$ cat config.mk
export PLATFORM = sky130hd
export DESIGN_NAME = arm_ctrl_seq_unit
export DESIGN_NICKNAME = d
export VERILOG_FILES = /design/src/rtl/arm_ctrl_pkg.sv /design/src/rtl/arm_ctrl_seq_unit_lsb_onehot_enc.sv /design/src/rtl/arm_ctrl_seq_unit.sv
export SDC_FILE = /design/constraint.sdc
export NUM_CORES = 1
export LEC_CHECK = 0
export ABC_AREA = 1
export CELL_PAD_IN_SITES_DETAIL_PLACEMENT = 0
export CELL_PAD_IN_SITES_GLOBAL_PLACEMENT = 2
export CORE_MARGIN = 2
export CORE_UTILIZATION = 30
export DETAILED_ROUTE_END_ITERATION = 8
export PLACE_DENSITY_LB_ADDON = 0.1
export SYNTH_ARGS = -nofsm -noshare
export SYNTH_HDL_FRONTEND = slang
export SYNTH_SLANG_ARGS = --single-unit
$ cat constraint.sdc
create_clock -name clk -period 4.4 [get_ports clk]
set_clock_uncertainty 0.1 [all_clocks]
set_input_delay 0.88 -clock clk [delete_from_list [all_inputs] [get_ports clk]]
set_output_delay 0.88 -clock clk [all_outputs]
set_load 0.03 [all_outputs]
$ cat src/rtl/arm_ctrl_pkg.sv
// Shared decode constants, control bundle and sequencer state
// for the ARM968E-S decode-stage controller.
package arm_ctrl_pkg;

  localparam logic [3:0] OP_AND = 4'b0000;
  localparam logic [3:0] OP_EOR = 4'b0001;
  localparam logic [3:0] OP_SUB = 4'b0010;
  localparam logic [3:0] OP_ADD = 4'b0100;
  localparam logic [3:0] OP_ADC = 4'b0101;
  localparam logic [3:0] OP_SBC = 4'b0110;
  localparam logic [3:0] OP_TST = 4'b1000;
  localparam logic [3:0] OP_CMP = 4'b1010;
  localparam logic [3:0] OP_ORR = 4'b1100;
  localparam logic [3:0] OP_MOV = 4'b1101;
  localparam logic [3:0] OP_MVN = 4'b1111;

  localparam logic [1:0] MODE_ALU = 2'b00;
  localparam logic [1:0] MODE_MEM = 2'b01;
  localparam logic [1:0] MODE_BR  = 2'b10;
  localparam logic [1:0] MODE_BLK = 2'b11;

  localparam logic [3:0] EXE_NOP = 4'b0000;
  localparam logic [3:0] EXE_MOV = 4'b0001;
  localparam logic [3:0] EXE_ADD = 4'b0010;
  localparam logic [3:0] EXE_ADC = 4'b0011;
  localparam logic [3:0] EXE_SUB = 4'b0100;
  localparam logic [3:0] EXE_SBC = 4'b0101;
  localparam logic [3:0] EXE_AND = 4'b0110;
  localparam logic [3:0] EXE_ORR = 4'b0111;
  localparam logic [3:0] EXE_EOR = 4'b1000;
  localparam logic [3:0] EXE_MVN = 4'b1001;

  typedef struct packed {
    logic [3:0] exe_cmd;
    logic       wb_en;
    logic       mem_r_en;
    logic       mem_w_en;
    logic       b_out;
    logic       s_out;
  } ctrl_t;

  localparam ctrl_t CTRL_NOP = '0;

  typedef enum logic {
    S_IDLE,
    S_BURST
  } seq_state_e;

  function automatic ctrl_t alu_decode(
    input logic [3:0] op,
    input logic       s
  );
    ctrl_t c;
    c = CTRL_NOP;
    c.wb_en = 1'b1;
    c.s_out = s;
    case (op)
      OP_MOV: c.exe_cmd = EXE_MOV;
      OP_MVN: c.exe_cmd = EXE_MVN;
      OP_ADD: c.exe_cmd = EXE_ADD;
      OP_ADC: c.exe_cmd = EXE_ADC;
      OP_SUB: c.exe_cmd = EXE_SUB;
      OP_SBC: c.exe_cmd = EXE_SBC;
      OP_AND: c.exe_cmd = EXE_AND;
      OP_ORR: c.exe_cmd = EXE_ORR;
      OP_EOR: c.exe_cmd = EXE_EOR;
      OP_CMP: begin
        c.exe_cmd = EXE_SUB;
        c.wb_en   = 1'b0;
        c.s_out   = 1'b1;
      end
      OP_TST: begin
        c.exe_cmd = EXE_AND;
        c.wb_en   = 1'b0;
        c.s_out   = 1'b1;
      end
      default: c = CTRL_NOP;
    endcase
    return c;
  endfunction

  // One word transfer: address add, then load or store.
  function automatic ctrl_t mem_uop(input logic load);
    ctrl_t c;
    c = CTRL_NOP;
    c.exe_cmd  = EXE_ADD;
    c.wb_en    = load;
    c.mem_r_en = load;
    c.mem_w_en = !load;
    return c;
  endfunction

endpackage

$ cat src/rtl/arm_ctrl_seq_unit_lsb_onehot_enc.sv
// Priority encoder: index of the lowest set bit of a mask,
// with a flag telling whether any bit was set at all.
module lsb_onehot_enc #(
  parameter int NUM_REGS = 16,
  parameter int IDX_W    = $clog2(NUM_REGS)
) (
  input  logic [NUM_REGS-1:0] mask,
  output logic [IDX_W-1:0]    idx,
  output logic                valid
);

  always_comb begin
    idx   = '0;
    valid = 1'b0;
    // Scan downwards so the lowest set bit is the last write.
    for (int i = NUM_REGS - 1; i >= 0; i--) begin
      if (mask[i]) begin
        idx   = IDX_W'(i);
        valid = 1'b1;
      end
    end
  end

endmodule

$ cat src/rtl/arm_ctrl_seq_unit.sv
// Registered decode-stage controller with LDM/STM expansion
// into single-register memory micro-ops.
module arm_ctrl_seq_unit
  import arm_ctrl_pkg::*;
#(
  parameter int NUM_REGS   = 16,
  parameter int IDX_W      = $clog2(NUM_REGS),
  parameter int WORD_BYTES = 4,
  parameter int OFF_W      = IDX_W + $clog2(WORD_BYTES)
) (
  input  logic                clk,
  input  logic                rst,
  input  logic                instr_valid,
  input  logic [3:0]          op_code,
  input  logic [1:0]          mode,
  input  logic                s_in,
  input  logic                i_in,
  input  logic [NUM_REGS-1:0] reg_list,
  input  logic                stall,
  input  logic                flush,
  output logic [3:0]          exe_cmd,
  output logic                wb_en,
  output logic                mem_r_en,
  output logic                mem_w_en,
  output logic                b_out,
  output logic                s_out,
  output logic [IDX_W-1:0]    seq_reg_idx,
  output logic [OFF_W-1:0]    seq_offset,
  output logic                busy
);

  seq_state_e          state_q, state_d;
  ctrl_t               ctrl_q, ctrl_d;
  logic [IDX_W-1:0]    idx_q, idx_d;
  logic [OFF_W-1:0]    off_q, off_d;
  logic [NUM_REGS-1:0] pend_q, pend_d;
  logic                load_q, load_d;

  logic [NUM_REGS-1:0] enc_in;
  logic [NUM_REGS-1:0] enc_rest;
  logic [NUM_REGS-1:0] enc_bit;
  logic [IDX_W-1:0]    enc_idx;
  logic                enc_vld;

  assign enc_in = (state_q == S_BURST) ? pend_q : reg_list;

  lsb_onehot_enc #(
    .NUM_REGS (NUM_REGS),
    .IDX_W    (IDX_W)
  ) u_enc (
    .mask  (enc_in),
    .idx   (enc_idx),
    .valid (enc_vld)
  );

  always_comb begin
    enc_bit          = '0;
    enc_bit[enc_idx] = enc_vld;
    enc_rest         = enc_in & ~enc_bit;
  end

  always_comb begin
    state_d = state_q;
    ctrl_d  = ctrl_q;
    idx_d   = idx_q;
    off_d   = off_q;
    pend_d  = pend_q;
    load_d  = load_q;
    if (flush) begin
      state_d = S_IDLE;
      ctrl_d  = CTRL_NOP;
      idx_d   = '0;
      off_d   = '0;
      pend_d  = '0;
    end else if (!stall) begin
      ctrl_d = CTRL_NOP;
      idx_d  = '0;
      off_d  = '0;
      if (state_q == S_BURST) begin
        ctrl_d  = mem_uop(load_q);
        idx_d   = enc_idx;
        off_d   = off_q + OFF_W'(WORD_BYTES);
        pend_d  = enc_rest;
        state_d = (|enc_rest) ? S_BURST : S_IDLE;
      end else if (instr_valid) begin
        unique case (mode)
          MODE_ALU: ctrl_d = alu_decode(op_code, s_in);
          MODE_MEM: begin
            if (op_code == OP_ADD) ctrl_d = mem_uop(s_in);
          end
          MODE_BR: ctrl_d.b_out = i_in;
          MODE_BLK: begin
            if (enc_vld) begin
              ctrl_d  = mem_uop(s_in);
              idx_d   = enc_idx;
              load_d  = s_in;
              pend_d  = enc_rest;
              state_d = (|enc_rest) ? S_BURST : S_IDLE;
            end
          end
        endcase
      end
    end
  end

  always_ff @(posedge clk or posedge rst) begin
    if (rst) begin
      state_q <= S_IDLE;
      ctrl_q  <= CTRL_NOP;
      idx_q   <= '0;
      off_q   <= '0;
      pend_q  <= '0;
      load_q  <= 1'b0;
    end else begin
      state_q <= state_d;
      ctrl_q  <= ctrl_d;
      idx_q   <= idx_d;
      off_q   <= off_d;
      pend_q  <= pend_d;
      load_q  <= load_d;
    end
  end

  assign exe_cmd     = ctrl_q.exe_cmd;
  assign wb_en       = ctrl_q.wb_en;
  assign mem_r_en    = ctrl_q.mem_r_en;
  assign mem_w_en    = ctrl_q.mem_w_en;
  assign b_out       = ctrl_q.b_out;
  assign s_out       = ctrl_q.s_out;
  assign seq_reg_idx = idx_q;
  assign seq_offset  = off_q;
  assign busy        = |pend_q;

endmodule

After elaboration in Yosys (flattened, before gate mapping)
Index checks and enable logic that the tools add are counted.
{ "word_totals": {"regBits": 37, "inputBits": 29, "out_inout_bits": 20, "elab_cells": 119} }
{ "op_classes": {"addsub": 1, "magnitude_cmp": 2, "eq_ne": 14, "muxes": 69, "bitwise": 6, "reduce_logical": 16} }
{ "op_table": {"columns": ["op", "n"], "rows": [
  ["2-to-1 mux 16 bit", 7],
  ["2-to-1 mux 4 bit", 22],
  ["2-to-1 mux 9 bit", 4],
  ["case mux 4 bit (9 select lines)", 1],
  ["bitwise AND 16 bit", 2],
  ["OR reduction 16 bit", 2],
  ["2-to-1 mux 1 bit", 25],
  ["case mux 7 bit (3 select lines)", 1],
  ["equality test 4 bit (second input constant)", 5],
  ["2-to-1 mux 6 bit", 3],
  ["inverter 16 bit", 1],
  ["2-to-1 mux 7 bit", 2],
  ["equality test 4 x 3 -> 1 bit (second input constant)", 3],
  ["nonzero test 3 bit", 3],
  ["OR reduction 9 bit", 1],
  ["adder 6 x 3 -> 6 bit (second input constant)", 1],
  ["AND reduction 6 bit", 1],
  ["OR reduction 2 bit", 3],
  ["less-than comparator 4 x 5 -> 1 bit (second input constant)", 1],
  ["demux 1 bit (select 4 bit)", 1],
  ["equality test 2 bit (second input constant)", 2],
  ["equality test 4 x 1 -> 1 bit (second input constant)", 1],
  ["equality test 4 x 2 -> 1 bit (second input constant)", 1],
  [">= comparator 4 x 1 -> 1 bit (second input constant)", 1],
  ["other kinds (11)", 14]
]} }

Depth between registers and ports, before layout
Gate-level depths: netlist of the first run.
{ "logic_depth": {"word_depth": 32, "mapped_depth": 26, "depth_no_buf": 25} }

Cells and area by module
A second synthesis of the first run with hierarchy kept.
{ "hier_totals": {"cells_unflattened": 333, "area_unflattened_um2": 2311.0} }
{ "by_module_without_submodules": {"columns": ["module", "n_inst", "cells_per_inst", "area_each_um2", "seq_area_each_um2"], "rows": [
  ["arm_ctrl_seq_unit", 1, 284, 2102.0, 875.8],
  ["lsb_onehot_enc", 1, 49, 209.0, 0.0]
]} }

Least setup slack after synthesis of the first run
No wires, ideal clock.
{ "synth_timing": {"path_kind": "input-to-reg", "start": "input reg_list[0]", "end": "register state_q", "setup_time_ns": 0.116, "arrival_ns": 2.305, "required_ns": 4.184, "slack_ns": 1.879, "path_stages": 18, "n_path_buf": 0, "cell_sequence": "o21ai_4 inv_1 nor2_4 inv_2 nor2_2 inv_2 nor2_4 nand2_1 nor2_2 nand4_1 nand2_1 nand2_1 inv_1 nand3_1 nor2_1 nand2_1 nand2_1 nand2_1"} }
{ "synth_between": {"elab_chain_len": 17} }
{ "synth_rtl": {"columns": ["element", "line_no", "source"], "rows": [
  ["from (decl)", "arm_ctrl_seq_unit.sv:18", "input logic [NUM_REGS-1:0] reg_list,"],
  ["2-to-1 mux 16 bit (*)", "arm_ctrl_seq_unit.sv:45", "assign enc_in = (state_q == S_BURST) ? pend_q : reg_list;"],
  ["2-to-1 mux 4 bit", "arm_ctrl_seq_unit_lsb_onehot_enc.sv:17", "if (mask[i]) begin"],
  ["less-than comparator 4 x 5 -> 1 bit (implied by the code) / >= comparator 4 x 1 -> 1 bit (equally long branches)", "arm_ctrl_seq_unit.sv:58", "enc_bit[enc_idx] = enc_vld;"],
  ["logical AND 1 bit (implied by the code)", "arm_ctrl_seq_unit.sv:58", null],
  ["2-to-1 mux 1 bit (implied by the code)", "arm_ctrl_seq_unit.sv:58", null],
  ["demux 1 bit (select 4 bit)", "arm_ctrl_seq_unit.sv:58", null],
  ["bitwise AND 16 bit (no line)", null, null],
  ["inverter 16 bit", "arm_ctrl_seq_unit.sv:59", "enc_rest = enc_in & ~enc_bit;"],
  ["bitwise AND 16 bit", "arm_ctrl_seq_unit.sv:59", null],
  ["OR reduction 16 bit", "arm_ctrl_seq_unit.sv:84, arm_ctrl_seq_unit.sv:98", null],
  ["2-to-1 mux 1 bit", "arm_ctrl_seq_unit.sv:84, arm_ctrl_seq_unit.sv:98", null],
  ["2-to-1 mux 1 bit", "arm_ctrl_seq_unit.sv:93", "if (enc_vld) begin"],
  ["2-to-1 mux 1 bit", "arm_ctrl_seq_unit.sv:86", "unique case (mode)"],
  ["2-to-1 mux 1 bit", "arm_ctrl_seq_unit.sv:85", "end else if (instr_valid) begin"],
  ["2-to-1 mux 1 bit (*)", "arm_ctrl_seq_unit.sv:79", "if (state_q == S_BURST) begin"],
  ["2-to-1 mux 1 bit (*)", "arm_ctrl_seq_unit.sv:75", "end else if (!stall) begin"],
  ["2-to-1 mux 1 bit (*)", "arm_ctrl_seq_unit.sv:69", "if (flush) begin"],
  ["to (signal assigned)", "arm_ctrl_seq_unit.sv:115", "state_q <= state_d;"],
  ["to (decl)", "arm_ctrl_seq_unit.sv:32", "seq_state_e state_q, state_d;"]
]} }
Every way passes the cells marked *; elsewhere a longest branch is shown, timed or not. The select of a mux whose other input is x is not followed.
A chain may end at the register's enable or synchronous reset.

Worst setup path after layout of the first run
{ "layout_timing": {"start": "register state_q", "end": "register state_q"} }
{ "layout_between": {"elab_chain_len": 32} }
{ "layout_rtl": {"columns": ["element", "line_no"], "rows": [
  ["2-to-1 mux 16 bit", "arm_ctrl_seq_unit.sv:45"],
  ["2-to-1 mux 4 bit (16 in series)", "arm_ctrl_seq_unit_lsb_onehot_enc.sv:17"],
  ["less-than comparator 4 x 5 -> 1 bit (implied by the code) / >= comparator 4 x 1 -> 1 bit (equally long branches)", "arm_ctrl_seq_unit.sv:58"],
  ["logical AND 1 bit (implied by the code)", "arm_ctrl_seq_unit.sv:58"],
  ["2-to-1 mux 1 bit (implied by the code)", "arm_ctrl_seq_unit.sv:58"],
  ["demux 1 bit (select 4 bit)", "arm_ctrl_seq_unit.sv:58"],
  ["bitwise AND 16 bit (no line)", null],
  ["inverter 16 bit", "arm_ctrl_seq_unit.sv:59"],
  ["bitwise AND 16 bit", "arm_ctrl_seq_unit.sv:59"],
  ["OR reduction 16 bit", "arm_ctrl_seq_unit.sv:84, arm_ctrl_seq_unit.sv:98"],
  ["2-to-1 mux 1 bit", "arm_ctrl_seq_unit.sv:84, arm_ctrl_seq_unit.sv:98"],
  ["2-to-1 mux 1 bit", "arm_ctrl_seq_unit.sv:93"],
  ["2-to-1 mux 1 bit", "arm_ctrl_seq_unit.sv:86"],
  ["2-to-1 mux 1 bit", "arm_ctrl_seq_unit.sv:85"],
  ["2-to-1 mux 1 bit (*)", "arm_ctrl_seq_unit.sv:79"],
  ["2-to-1 mux 1 bit (*)", "arm_ctrl_seq_unit.sv:75"],
  ["2-to-1 mux 1 bit (*)", "arm_ctrl_seq_unit.sv:69"]
]} }
Marks and branches as above.

==> reports/qor.log, run 1 <==
INFO  run_status     outcome=completed
INFO  route          firstDrtPassIters=4
INFO  power_and_ir_drop share_of_power_burned_in_combinational_logic=24.8%
INFO  power_and_ir_drop internal_power=514µW
INFO  place          numPortBuffers=46
INFO  cts            clk_latency=290ps
INFO  floorplanning  row_count=32
INFO  yosys          synthDistinctLibCells=36
INFO  power_and_ir_drop total_leakage_power=0.00136µW
INFO  yosys          ys_ff_latch=35
INFO  timing         worst_pin_slew=642ps
INFO  yosys          synth_enable_flop_cells=0
INFO  yosys          dominantRegCellSynth=dfrtp_1
INFO  worst_setup_path timing.critical_path.to_type=flop
INFO  timing         fin_setup_tns=0ps
INFO  route          routedLengthMet1=3340µm
INFO  final_layout   drive_above_1_share=11.6%
INFO  global_routing antenna_found_initial=0
INFO  worst_setup_path cp_slowest_stage_delay=670ps
INFO  global_routing grt_first_pass_wirelength=11100µm
INFO  power_and_ir_drop sw_frac_of_total=32.0%
INFO  power_and_ir_drop portion_of_total_power_attributed_to_sequential_cells=44.8%
INFO  timing         time_the_worst_path_needs_with_i_o_delays_and_setup=3200ps
INFO  place          postPlaceCellArea=0.00289mm²
INFO  worst_setup_path ff2ff_path_depth=20
INFO  worst_hold_path min_delay_path_depth=2
INFO  floorplanning  die-height=92.7µm
INFO  final_layout   multiInputGateArea=0.00116mm²
INFO  cts            clk_root_buffer_cell=clkbuf_8
INFO  timing         post-route-period-util=72.8%
INFO  final_layout   num-fill-cells=871
INFO  worst_setup_path timing.critical_path.required=4480ps
INFO  final_layout   nets=409
INFO  timing         finalHoldViolCount=0
INFO  cts            cts_resized=0
INFO  power_and_ir_drop switching_power=241µW
INFO  cts            postCtsSetupBuffers=0
INFO  floorplanning  initial_utilization=30.7%
INFO  global_routing grt_pass1_vias=2214
INFO  cts            cts.sink_count=35
INFO  cts            tritoncts=built
INFO  worst_setup_path cpMostUsedCell=nand2_1
INFO  place          final_replace_weighted_congestion=0.821
INFO  route          route.detailed.drc=0
INFO  floorplanning  dieArea=0.00860mm²
INFO  route          wirelength=6610µm
INFO  final_layout   final_cell_count_no_fill=482
INFO  cts            cts_hold_buffers=0
INFO  worst_setup_path timing.setup.critical_path_class=flop to flop
INFO  worst_setup_path cell_chain_of_the_critical_path=buf_4, nand2_1, o21ai_4, inv_1, nor2_4, inv_2, nor2_2, inv_2, nor2_4, inv_2, nor2_1, nand4_1, nand2_1, nand2_1, inv_1, nand3_1, nor2_1, nand2_1, nand2_1, nand2_1
INFO  global_routing gr-usage-all-layers=16.6%
INFO  route          routed-via-count=2212
INFO  floorplanning  coreArea=0.00769mm²
INFO  floorplanning  die_width=92.7µm
INFO  power_and_ir_drop power.ir.vdd_worst=0.000128V
INFO  timing         rsz0062_at_grt=false
INFO  place          detailed_place_hpwl=5280µm
INFO  worst_setup_path worst_r2r_endpoint=state_q
INFO  floorplanning  io_pins=49
INFO  power_and_ir_drop p_per_cell_area=255mW/mm²
INFO  worst_setup_path critPathBufInv=6
INFO  yosys          ys_seq_area_share=37.1%
INFO  cts            cts.htree.levels=2
INFO  final_layout   insertedDiodeCount=0
INFO  timing         slew-limit-headroom=56.8%
INFO  worst_setup_path timing.critical_path.slowest_stage_cell=dfrtp_1
INFO  worst_hold_path hold_path_class=flop to flop
INFO  route          route.met2.wl=2960µm
INFO  place          placed_cells=474
INFO  timing         finalSetupViolations=0
INFO  power_and_ir_drop share_clk_of_total_power=30.4%
INFO  power_and_ir_drop p_total=755µW
INFO  worst_setup_path worst_reg_to_reg_setup_slack=1200ps
INFO  yosys          synthCells=331
INFO  worst_hold_path min_delay_worst_endpoint=exe_cmd[0]
INFO  cts            numCtsBuffers=5
INFO  global_routing grt_overflow_total=0
INFO  route          antenna_violating_nets_post_route=0
INFO  final_layout   layout.cell_area.non_filler=0.00297mm²
INFO  worst_setup_path critical-path-top-delay-family=simple AND/OR/NAND/NOR gates
INFO  worst_setup_path worstReg2RegStart=state_q
INFO  route          met3_layer_wire_length_in_the_routed_design=191µm
INFO  cts            path_clk_slew=70ps
INFO  global_routing grt_max_degree=36
INFO  worst_setup_path critical_path_peak_fanout=22
INFO  route          route.top_layer_used=met4
INFO  yosys          ys_warn_count=0
INFO  yosys          post_synth_instance_area=0.00236mm²
INFO  worst_hold_path worstHoldStart=exe_cmd[0]
INFO  yosys          syn_avg_cell_area=7.13µm²
INFO  timing         final-max-slew-violation-count=0
INFO  final_layout   area.growth.synth_to_final=25.6%
INFO  worst_setup_path critical_path.startpoint_type=flop
INFO  job            cap_viol_max_count=0
INFO  route          detail_route.wl_per_cell=13.7µm
INFO  yosys          synth_async_sr_flop_share=100%
INFO  route          post_drt_via_cell_ratio=4.59
INFO  cts            clock_path_buffers=2
INFO  worst_setup_path cp_data_arrival_time=3290ps
INFO  final_layout   regArea=876µm²
INFO  route          drt-initial-drc-count=104
INFO  timing         fmaxAchievable=0.312GHz
[how the worst max path moves through the flow]
stage	start	end	slack [ps]	cells past startpoint
2_1_floorplan	reg_list[0]	state_q	1880	18
3_3_place_gp	reg_list[4]	state_q	920	17
3_5_place_dp	reg_list[0]	state_q	950	19
4_1_cts	state_q	state_q	1160	20
5_1_grt	state_q	state_q	860	20
6_report	state_q	state_q	1200	20
[cell usage in the layout (no fill, tap or decap), drive strengths merged, types with 4 or more instances in the layout]
| cell type | Yosys | routed |
|---|---|---|
| o21ai | 27 | 27 |
| nand2 | 89 | 89 |
| o22ai | 14 | 14 |
| nand4 | 7 | 7 |
| inv | 64 | 64 |
| dfrtp | 35 | 35 |
| a21oi | 6 | 6 |
| nor4 | 4 | 4 |
| clkbuf | 1 | 7 |
| nand3 | 20 | 20 |
| nor2 | 38 | 38 |
| clkdlybuf4s50 | 0 | 46 |
[cells by family (layout without fill, tap and decap cells)]
logic type	after synthesis	in the layout	share of synthesized area, %
AOI/OAI and AO/OA	57	57	16.8
xor gates and xnor gates	2	2	0.742
adders and majority gates	1	1	0.530
buffers and inverters	73	121	14.0
DFF	35	35	37.1
other	1	2	0.159
and+or+nand+nor	162	162	30.7
[metrics by stage]
step	hold slack [ps]	worst slack [ps]	util (%)
6_report	389	1200	38.6
4_1_cts	395	1160	38.6
5_1_grt	420	856	38.6
2_1_floorplan	363	1880	-
3_5_place_dp	377	951	37.5
3_3_place_gp	370	918	37.5
[cell type report]
type	instances	share of cell area (%)
Multi-Input combinational cell	224	39.1
Sequential cell	35	29.5
Timing Repair Buffer	49	16.3
Inverter	64	8.10
Tap cell	102	4.30
Clock buffer	7	2.57
Clock inverter	1	0.169
[worst reg2reg max path: stages (launching register included)]
cell and delay [ps]:
dfrtp_1 670, buf_4 400, nand2_1 170, o21ai_4 120, inv_1 110, nor2_4 130
inv_2 60, nor2_2 110, inv_2 60, nor2_4 90, inv_2 40, nor2_1 230
nand4_1 180, nand2_1 110, nand2_1 60, inv_1 50, nand3_1 90, nor2_1 160
nand2_1 60, nand2_1 50, nand2_1 40
[cells in the mapped netlist, drive strengths merged, types with 2 or more instances]
library cell | number | area share [%]
a21oi | 6 | 1.3
buf | 8 | 3.7
o22ai | 14 | 4.0
dfrtp | 35 | 37
nand4 | 7 | 1.9
inv | 64 | 10
nand3 | 20 | 4.2
nor2 | 38 | 7.8
a22o | 2 | 0.74
o21a | 2 | 0.64
nor4 | 4 | 1.1
nand2 | 89 | 15
o21ai | 27 | 7.8
nor3 | 3 | 0.64
[per-layer routing]
layer / GRT usage (%) / up-vias
li1: - / 1152
met1: 23.3 / 1014
met2: 26.5 / 38
met3: 2.52 / 8
met4: 5.02 / 0
met5: 0 / -
[sequential cells by signal (all words and copies together), names as in the netlist]
name and cells:
b_out 1, wb_en 1, load_q 1, seq_offset 4, state_q 1, s_out 1
mem_r_en 1, mem_w_en 1, pend_q 16, seq_reg_idx 4, exe_cmd 4
[power by group through the flow]
| stage | combinational [µW] | sequential, µW | clock [µW] |
|---|---|---|---|
| after floorplan | 120 | 346 | 0 |
| after global placement | 190 | 344 | 0 |
| after detailed placement | 189 | 344 | 0 |
| after CTS | 189 | 338 | 236 |
| after global routing | 210 | 339 | 247 |
| final | 187 | 338 | 230 |
Power figures use the tool's default switching activity.
==> inputs of run 2 (changes only) <==
- CORE_UTILIZATION: 30 -> 28
- clock period: 4.4 -> 3.2 ns (I/O delays scaled with it)
==> run 2 against run 1 <==
Against the previous run: worst setup slack got worse by 870 ps; count of clock-buffer cells in the layout decreased by 1; design area increased by 4.3%; sequential share of layout area decreased by 1.2 points; maximum frequency increased by 12%; wire length increased by 1.0%; sequential power increased by 37%; sequential cell count unchanged; register-to-register slack got worse by 870 ps; final cell count increased by 2.7%; worst hold slack got worse by 1.6 ps; via count increased by 1.7%; critical path type unchanged; highest routed layer unchanged.
==> reports/qor.log, run 2 (same netlist as run 1, synthesis figures left out) <==
INFO  worst_setup_path critical_path.startpoint_type=flop [unchanged]
INFO  timing         slew-limit-headroom=55.7% [was 56.8%]
INFO  route          post_drt_via_cell_ratio=4.54 [was 4.59]
INFO  final_layout   largest_register_ff_count=16 [unchanged]
INFO  power_and_ir_drop p_per_cell_area=375mW/mm² [was 255 mW/mm²]
INFO  place          numPortBuffers=46 [unchanged]
INFO  route          antenna_violating_nets_post_route=0 [unchanged]
INFO  worst_setup_path timing.critical_path.required=3280ps [was 4480 ps]
INFO  route          drt-initial-drc-count=113 [was 104]
INFO  final_layout   area.growth.synth_to_final=31.1% [was 25.6%]
INFO  run_status     outcome=completed [unchanged]
INFO  place          postPlaceCellArea=0.00298mm² [was 0.00289 mm²]
INFO  route          route.detailed.drc=0 [unchanged]
INFO  cts            numCtsBuffers=5 [unchanged]
INFO  cts            clock_path_buffers=2 [unchanged]
INFO  worst_hold_path min_delay_path_depth=2 [unchanged]
INFO  final_layout   insertedDiodeCount=0 [unchanged]
INFO  final_layout   drive_above_1_share=14.4% [was 11.6%]
INFO  timing         time_the_worst_path_needs_with_i_o_delays_and_setup=2870ps [was 3200 ps]
INFO  worst_setup_path timing.critical_path.slowest_stage_cell=dfrtp_1 [unchanged]
INFO  timing         fmaxAchievable=0.349GHz [was 0.312 GHz]
INFO  cts            postCtsSetupBuffers=0 [unchanged]
INFO  power_and_ir_drop p_total=1160µW [was 755 µW]
INFO  final_layout   num-fill-cells=915 [was 871]
INFO  timing         finalHoldViolCount=0 [unchanged]
INFO  worst_setup_path stages_on_the_worst_setup_path=18 [was 20]
INFO  timing         finalSetupViolations=0 [unchanged]
INFO  floorplanning  coreArea=0.00818mm² [was 0.00769 mm²]
INFO  worst_setup_path cell_chain_of_the_critical_path=buf_4, nand2_1, o21ai_1, inv_1, nor2_1, nand2_2, nor2_4, inv_2, nor2_1, nand4_1, nand2_1, nand2_1, inv_1, nand3_1, nor2_1, nand2_1, nand2_1, nand2_1 [was buf_4, nand2_1, o21ai_4, inv_1, nor2_4, inv_2, nor2_2, inv_2, nor2_4, inv_2, nor2_1, nand4_1, nand2_1, nand2_1, inv_1, nand3_1, nor2_1, nand2_1, nand2_1, nand2_1]
INFO  final_layout   top_register=pend_q [unchanged]
INFO  timing         rsz0062_at_grt=false [unchanged]
INFO  cts            cts_hold_buffers=0 [unchanged]
INFO  worst_setup_path timing.setup.critical_path_class=flop to flop [unchanged]
INFO  floorplanning  io_pins=49 [unchanged]
INFO  route          routed-via-count=2249 [was 2212]
INFO  timing         fin_worst_hold_slack=387ps [was 389 ps]
INFO  place          final_replace_weighted_congestion=0.791 [was 0.821]
INFO  final_layout   most_common_library_cell_in_the_layout_ignoring_fill_and_taps=nand2_1 [unchanged]
INFO  power_and_ir_drop total_leakage_power=0.00143µW [was 0.00136 µW]
INFO  cts            cts.sink_count=35 [unchanged]
INFO  final_layout   layout.cell_area.non_filler=0.00309mm² [was 0.00297 mm²]
INFO  route          firstDrtPassIters=4 [unchanged]
INFO  cts            tritoncts=built [unchanged]
INFO  worst_setup_path critical-path-top-delay-family=simple AND/OR/NAND/NOR gates [unchanged]
INFO  global_routing gr-usage-all-layers=16.1% [was 16.6%]
INFO  floorplanning  dieArea=0.00918mm² [was 0.00860 mm²]
INFO  worst_setup_path critPathBufInv=4 [was 6]
INFO  worst_setup_path critical_path_peak_fanout=14 [was 22]
INFO  worst_setup_path cp_slowest_stage_delay=560ps [was 670 ps]
INFO  cts            cts.htree.levels=2 [unchanged]
INFO  timing         post-route-period-util=89.6% [was 72.8%]
INFO  floorplanning  initial_utilization=28.9% [was 30.7%]
INFO  worst_setup_path cpMostUsedCell=nand2_1 [unchanged]
INFO  place          placed_cells=487 [was 474]
INFO  global_routing grt_pass1_vias=2230 [was 2214]
INFO  final_layout   final_cell_count_no_fill=495 [was 482]
INFO  floorplanning  die_width=95.8µm [was 92.7 µm]
INFO  final_layout   nets=419 [was 409]
INFO  route          detail_route.wl_per_cell=13.5µm [was 13.7 µm]
INFO  route          wirelength=6680µm [was 6610 µm]
INFO  cts            path_clk_slew=70ps [about the same]
INFO  global_routing antenna_found_initial=0 [unchanged]
INFO  worst_setup_path ff2ff_path_depth=18 [was 20]
INFO  global_routing grt_first_pass_wirelength=11200µm [was 11100 µm]
INFO  global_routing grt_overflow_total=0 [unchanged]
INFO  cts            clk_root_buffer_cell=clkbuf_8 [unchanged]
INFO  floorplanning  row_count=33 [was 32]
INFO  global_routing grt_max_degree=36 [unchanged]
INFO  place          detailed_place_hpwl=5300µm [was 5280 µm]
INFO  floorplanning  die-height=95.8µm [was 92.7 µm]
INFO  worst_setup_path timing.critical_path.to_type=flop [unchanged]
INFO  cts            cts_resized=0 [unchanged]
INFO  timing         final-max-slew-violation-count=0 [unchanged]
INFO  power_and_ir_drop power.ir.vdd_worst=0.000134V [was 0.000128 V]
INFO  job            cap_viol_max_count=0 [unchanged]
INFO  cts            clk_latency=290ps [about the same]
INFO  worst_hold_path hold_path_class=flop to flop [unchanged]
INFO  timing         worst_pin_slew=658ps [was 642 ps]
INFO  worst_setup_path cp_data_arrival_time=2950ps [was 3290 ps]
INFO  final_layout   layout_common_cells=83 x nand2_1, 55 x inv_1, 46 x clkdlybuf4s50_1 [unchanged]
## run 2: worst register-to-register path: stages (launching register included)
cell,delay (ps)
dfrtp_1,560
buf_4,280
nand2_1,70
o21ai_1,160
inv_1,120
nor2_1,190
nand2_2,100
nor2_4,130
inv_2,40
nor2_1,200
nand4_1,160
nand2_1,110
nand2_1,60
inv_1,50
nand3_1,60
nor2_1,190
nand2_1,70
nand2_1,60
nand2_1,40
## run 2: routing by layer
layer / vias to the layer above / wire length, µm / GRT usage [%] / share of wire, %
met5: - / 0 / 0 / 0
met4: 0 / 49 / 4.29 / 0.73
met3: 2 / 267 / 2.82 / 4.0
met2: 38 / 3150 / 25.7 / 47
met1: 1038 / 3210 / 22.3 / 48
li1: 1171 / - / - / -
## run 2: final cells by class
cell class                      count  area, µm²  share of cell area, %
Clock inverter                      2       35.0                   1.13
Clock buffer                        6       82.6                   2.67
Multi-Input combinational cell    224       1160                   37.4
Timing Repair Buffer               59        571                   18.4
Sequential cell                    35        876                   28.3
Inverter                           64        240                   7.76
Tap cell                          105        131                   4.25
## run 2: power by group
part	switching [µW]	total, µW	internal (µW)
Combinational	163	276	113
Sequential	9.23	464	455
Clock	168	421	252
## run 2: metrics by stage
| step | setup TNS [ps] | setup slack (ps) | utilization, % |
|---|---|---|---|
| after floorplan | 0 | 919 | - |
| after global placement | -37.6 | -37.6 | 36.4 |
| after detailed placement | 0 | 68.3 | 36.4 |
| after CTS | 0 | 300 | 37.8 |
| after global routing | 0 | 95.0 | 37.8 |
| final | 0 | 332 | 37.8 |
## run 2: final timing paths
| path | startpoint | to | slack (ps) |
|---|---|---|---|
| worst min-delay path | mem_r_en | mem_r_en | 390 |
| worst min register to register | mem_r_en | mem_r_en | 390 |
| worst max register to register | state_q | state_q | 330 |
| max in group asynchronous | rst | pend_q[11] | 1990 |
| worst max-delay path | state_q | state_q | 330 |
| min in group asynchronous | rst | seq_offset[5] | 660 |
